### src/rtl/vga_sync.sv
// VGA raster timing generator: pixel-rate toggle, x/y counters, raw sync decode and a
// pixel-rate output register that aligns sync and gated colour one pixel behind x/y.
module vga_sync #(
  parameter int unsigned H_DISPLAY = 640,
  parameter int unsigned H_FRONT   = 16,
  parameter int unsigned H_SYNC    = 96,
  parameter int unsigned H_BACK    = 48,
  parameter int unsigned V_DISPLAY = 480,
  parameter int unsigned V_FRONT   = 10,
  parameter int unsigned V_SYNC    = 2,
  parameter int unsigned V_BACK    = 33
) (
  input  logic        clk,
  input  logic        reset,
  input  logic [7:0]  rgb_in,
  output logic [10:0] x,
  output logic [10:0] y,
  output logic        pixel_tick,
  output logic        video_on,
  output logic        frame_start,
  output logic        hsync,
  output logic        vsync,
  output logic [2:0]  red,
  output logic [2:0]  green,
  output logic [1:0]  blue
);

  localparam int unsigned H_TOTAL = H_DISPLAY + H_FRONT + H_SYNC + H_BACK;
  localparam int unsigned V_TOTAL = V_DISPLAY + V_FRONT + V_SYNC + V_BACK;

  localparam logic [10:0] H_LAST     = 11'(H_TOTAL - 1);
  localparam logic [10:0] V_LAST     = 11'(V_TOTAL - 1);
  localparam logic [10:0] H_VIS      = 11'(H_DISPLAY);
  localparam logic [10:0] V_VIS      = 11'(V_DISPLAY);
  localparam logic [10:0] HS_FIRST   = 11'(H_DISPLAY + H_FRONT);
  localparam logic [10:0] HS_LAST    = 11'(H_DISPLAY + H_FRONT + H_SYNC - 1);
  localparam logic [10:0] VS_FIRST   = 11'(V_DISPLAY + V_FRONT);
  localparam logic [10:0] VS_LAST    = 11'(V_DISPLAY + V_FRONT + V_SYNC - 1);

  logic        toggle_q, toggle_d;
  logic [10:0] x_q, x_d;
  logic [10:0] y_q, y_d;
  logic        hsync_q, hsync_d;
  logic        vsync_q, vsync_d;
  logic [7:0]  rgb_q, rgb_d;

  logic        hsync_raw;
  logic        vsync_raw;
  logic        visible;
  logic        h_wrap;

  assign visible   = (x_q < H_VIS) && (y_q < V_VIS);
  assign hsync_raw = ~((x_q >= HS_FIRST) && (x_q <= HS_LAST));
  assign vsync_raw = ~((y_q >= VS_FIRST) && (y_q <= VS_LAST));
  assign h_wrap    = (x_q == H_LAST);

  always_comb begin
    toggle_d = ~toggle_q;
    x_d      = x_q;
    y_d      = y_q;
    hsync_d  = hsync_q;
    vsync_d  = vsync_q;
    rgb_d    = rgb_q;
    // Phase B: counters advance and the output stage captures the pixel just finished.
    if (toggle_q) begin
      if (h_wrap) begin
        x_d = '0;
        y_d = (y_q == V_LAST) ? '0 : y_q + 11'd1;
      end else begin
        x_d = x_q + 11'd1;
      end
      hsync_d = hsync_raw;
      vsync_d = vsync_raw;
      rgb_d   = visible ? rgb_in : '0;
    end
  end

  always_ff @(posedge clk) begin
    if (reset) begin
      toggle_q <= 1'b0;
      x_q      <= '0;
      y_q      <= '0;
      hsync_q  <= 1'b1;
      vsync_q  <= 1'b1;
      rgb_q    <= '0;
    end else begin
      toggle_q <= toggle_d;
      x_q      <= x_d;
      y_q      <= y_d;
      hsync_q  <= hsync_d;
      vsync_q  <= vsync_d;
      rgb_q    <= rgb_d;
    end
  end

  assign x           = x_q;
  assign y           = y_q;
  assign pixel_tick  = toggle_q;
  assign video_on    = visible;
  assign frame_start = toggle_q && h_wrap && (y_q == V_LAST);
  assign hsync       = hsync_q;
  assign vsync       = vsync_q;
  assign red         = rgb_q[7:5];
  assign green       = rgb_q[4:2];
  assign blue        = rgb_q[1:0];

endmodule

### config.mk
export PLATFORM = sky130hd
export DESIGN_NAME = vga_sync
export DESIGN_NICKNAME = d
export VERILOG_FILES = /design/src/rtl/vga_sync.sv
export SDC_FILE = /design/constraint.sdc
export NUM_CORES = 1
export LEC_CHECK = 0
export CAP_MARGIN = 20
export CORE_MARGIN = 2
export CORE_UTILIZATION = 49
export DETAILED_ROUTE_END_ITERATION = 12
export PLACE_DENSITY_LB_ADDON = 0.25
export RECOVER_POWER = 100
export SYNTH_ARGS = -nofsm -noshare
export SYNTH_HDL_FRONTEND = slang
export SYNTH_SLANG_ARGS = --single-unit
### constraint.sdc
create_clock -name clk -period 3.3 [get_ports clk]
set_input_delay 0.825 -clock clk [delete_from_list [all_inputs] [get_ports clk]]
set_output_delay 0.825 -clock clk [all_outputs]
set_load 0.01 [all_outputs]
==> run metrics <==
DR pass1 iterations=8; share of the yosys chip area belonging to registers=0.4513; Clock H-tree levels=2; worst path bufs/invs=1; number of fill cells in the layout=218; max-slew violations=0; synthesized-area fraction occupied by adder cells=0.02564; detail-routed via count per cell=5.852; Syn-to-layout area delta=36.32%; final worst-path setup slack=0.3815 ns; Post-Route Skew=0.01255 ns; effective utilization at floorplan=0.5219; mux share of post-synthesis cell area=0; clock-pin slew on the worst setup and hold paths=0.10 ns; Inserted Diodes=0; flop and latch count out of synthesis=33; CP Class=reg2out; violated checks=design-rule violations; number of hold-slack violations in the final timing report=0; Mean Syn Cell Area=8.981 µm²; Die ar.=3441 µm²; maximum fanout count along the critical path=7; leakage power=0.0007698 µW; number of warnings reported in the yosys synthesis log=0; power density over the cells=364.2 nW/µm²; maximum vdd ir drop=0.0002530 V; internal cell power=560.5 µW; dominant combinational cell family by area after synthesis=simple AND/OR/NAND/NOR gates; antenna violations before repair=0; post-synthesis cell area=1464 µm²; number of remaining DRC errors=5; CP delay by family, top=simple AND/OR/NAND/NOR gates; IO buf count=44; starting DRC count in detailed routing=43; via count=1422; global-route wire length before repair=5.802 mm; Clk pwr share=0.354; net count after synthesis=176; largest net degree at the start of global routing=13; critical path data required time=2.47 ns; number of antenna-violating nets in the routed design=0; Inserted Clock Buffers=5; achievable frequency=0.3426 GHz; unrepaired setup endpoints after global routing=false; Routed wire per std cell=14.93 µm; number of global-route vias before repair=1281; combinational power share=0.076; complex-gate fraction of the synthesized area=0.1556; total routed wirelength=3.629 mm; critical path cell sequence=or4_1, or4_1, nor2_1, dlymetal6s2s_1; count of maximum capacitance violations=0; area of the core=2805 µm²; clock latency reported for the late side of the worst-skew pair=0.34 ns; total gr overflow=0; CP max-delay cell=sky130_fd_sc_hd__or4_1; XOR/XNOR share of the synthesized area=0.06581; cell type with the highest occurrence count on the critical path=sky130_fd_sc_hd__or4_1; Clock Sinks=33; root buffer cell=sky130_fd_sc_hd__clkbuf_4; Crit path largest cell delay=0.60 ns; clock tree from TritonCTS=done; height of the chip=58.66 µm; status=finished with violations; slew at the pin closest to its max-slew limit=0.7774 ns; critical path capture point type=primary output; worst path arrival time=2.09 ns; layout cells sized above 1=0.06604; switching fraction of total power=0.2288; final estimated routing congestion in global placement=0.9122; standard-cell row count=19; Period Utilization, post-route=0.8844; min cycle time layout=2.919 ns; # Post-CTS Setup Buffers=0; DP HPWL=2.611 mm; element type at the critical path start=flip-flop; total of hold buffers inserted after clock tree synthesis=0; share of total power in sequential cells=0.570; total negative slack=0 ns; NumNets Final=224; Tightest Hold Check Type=reg2reg; share of synthesized cell area in and, or, nand and nor gates=0.2684; Switch Pwr=166.3 µW; worst rel slew slack=0.4807; Register Area=663.1 µm²; die extent in x=58.66 µm; instance area at placement=1932 µm²; synthesized instance count=163; total non-filler cell area in the finished layout=1996 µm²; count of pins on the block boundary=45; aggregate global-route resource usage=0.2254; deepest clock path buffer count=2; Unique masters post-synth=28; minimum setup slack after placement=0.3807 ns; Setup Viol. Count Final=0; area of the multi-input gates=747.0 µm²
-- per-stage QoR --
stage	power (µW)	util	cells	hold WS, ns
2_1_floorplan	446.6	-	163	0.5224
4_1_cts	739.3	0.7141	243	0.4948
5_1_grt	754.3	0.7114	243	0.5089
3_3_place_gp	479.6	0.6887	235	0.4607
3_5_place_dp	481.5	0.6887	235	0.4674
6_report	726.8	0.7114	243	0.4880
-- synthesized netlist by cell type --
cell type	count	area, µm²
sky130_fd_sc_hd__or4bb_1	1	11.26
sky130_fd_sc_hd__nand2_1	8	30.03
sky130_fd_sc_hd__o21bai_2	1	11.26
sky130_fd_sc_hd__inv_1	6	22.52
sky130_fd_sc_hd__a311oi_1	1	8.760
sky130_fd_sc_hd__clkbuf_1	4	15.01
sky130_fd_sc_hd__a21oi_2	1	8.760
sky130_fd_sc_hd__o31ai_1	3	22.52
sky130_fd_sc_hd__or3_1	6	37.54
sky130_fd_sc_hd__or4_1	6	45.04
sky130_fd_sc_hd__nand2b_1	3	18.77
sky130_fd_sc_hd__nand3_1	7	35.03
sky130_fd_sc_hd__buf_6	1	11.26
sky130_fd_sc_hd__a21oi_1	11	55.05
sky130_fd_sc_hd__nand4b_1	1	8.760
sky130_fd_sc_hd__o21bai_1	1	7.510
sky130_fd_sc_hd__or4_4	3	33.78
sky130_fd_sc_hd__xor2_1	3	26.28
sky130_fd_sc_hd__nor2_1	17	63.81
sky130_fd_sc_hd__nor4_1	3	18.77
sky130_fd_sc_hd__xnor2_1	8	70.07
sky130_fd_sc_hd__a22o_1	8	70.07
sky130_fd_sc_hd__nor3_1	8	40.04
sky130_fd_sc_hd__dfxtp_1	33	660.6
sky130_fd_sc_hd__nand4_1	8	50.05
sky130_fd_sc_hd__ha_1	3	37.54
sky130_fd_sc_hd__o21ai_0	7	35.03
sky130_fd_sc_hd__o311ai_0	1	8.760
-- worst reg2reg max path: stages, from the launching register on --
cell	delay [ns]
sky130_fd_sc_hd__dfxtp_1	0.39
sky130_fd_sc_hd__or4_1	0.60
sky130_fd_sc_hd__or4_1	0.47
sky130_fd_sc_hd__clkbuf_1	0.22
sky130_fd_sc_hd__o21bai_1	0.67
sky130_fd_sc_hd__nor2_1	0.11
-- cells by family (layout without fill, tap and decap cells) --
family                   Yosys count  in the layout
AO/OA/AOI/OAI                     34             34
AND/OR/NAND/NOR                   71             71
adder cells (fa/ha/maj)            3              3
buffers and inverters             11             60
flip-flops                        33             33
XOR/XNOR                          11             11
-- cells in the final DEF (no fill, tap or decap), types with 8 or more instances in the layout --
master and n:
sky130_fd_sc_hd__nor3_1 8, sky130_fd_sc_hd__clkdlybuf4s50_1 8, sky130_fd_sc_hd__xnor2_1 8, sky130_fd_sc_hd__nand4_1 8, sky130_fd_sc_hd__nand2_1 8, sky130_fd_sc_hd__a22o_1 8, sky130_fd_sc_hd__a21oi_1 11, sky130_fd_sc_hd__dfxtp_1 31
sky130_fd_sc_hd__nor2_1 17, sky130_fd_sc_hd__dlygate4sd3_1 35
-- final timing paths --
check | startpoint | to | slack [ns] | depth (start not counted)
max | x[5] | frame_start | 0.38 | 4
min | rgb_q[0] | rgb_q[0] | 0.49 | 1
max reg2reg | x[5] | y[0] | 0.71 | 5
min reg2reg | rgb_q[0] | rgb_q[0] | 0.49 | 1
-- cell type report --
cell class                      count  share of cell area
Clock buffer                        7             0.03260
Tap cell                           31             0.01944
Clock inverter                      1            0.002508
Sequential cell                    33              0.3323
Inverter                            6             0.01129
Timing Repair Buffer               46              0.2276
Multi-Input combinational cell    119              0.3743
-- power groups by stage --
| stage | clock network, µW | logic [µW] | registers, µW |
|---|---|---|---|
| final | 257 | 55.1 | 414 |
| after global routing | 280 | 59.1 | 415 |
| after CTS | 266 | 59.1 | 414 |
| after detailed placement | 0 | 58.3 | 423 |
| after global placement | 0 | 57.4 | 422 |
| after floorplan | 0 | 19.7 | 427 |
-- layer usage --
metal / vias up / track usage / part of all wire / wire length, µm
met5: - / 0 / 0 / 0
met4: 0 / 0.09416 / 0.015 / 54
met3: 6 / 0.07253 / 0.069 / 250
met2: 47 / 0.3596 / 0.47 / 1690
met1: 668 / 0.2814 / 0.45 / 1635
li1: 701 / - / - / -
-- sequential cells by signal, summed over array words and instances (netlist names) --
signal	flops
hsync	1
y	11
rgb_q	8
pixel_tick	1
x	11
vsync	1
-- timing repair --
| item | in CTS | in global routing |
|---|---|---|
| gates cloned | 0 | 0 |
| resized for setup | 1 | 2 |
| endpoints found under the setup margin | 1 | 1 |
Power figures use the tool's default switching activity.
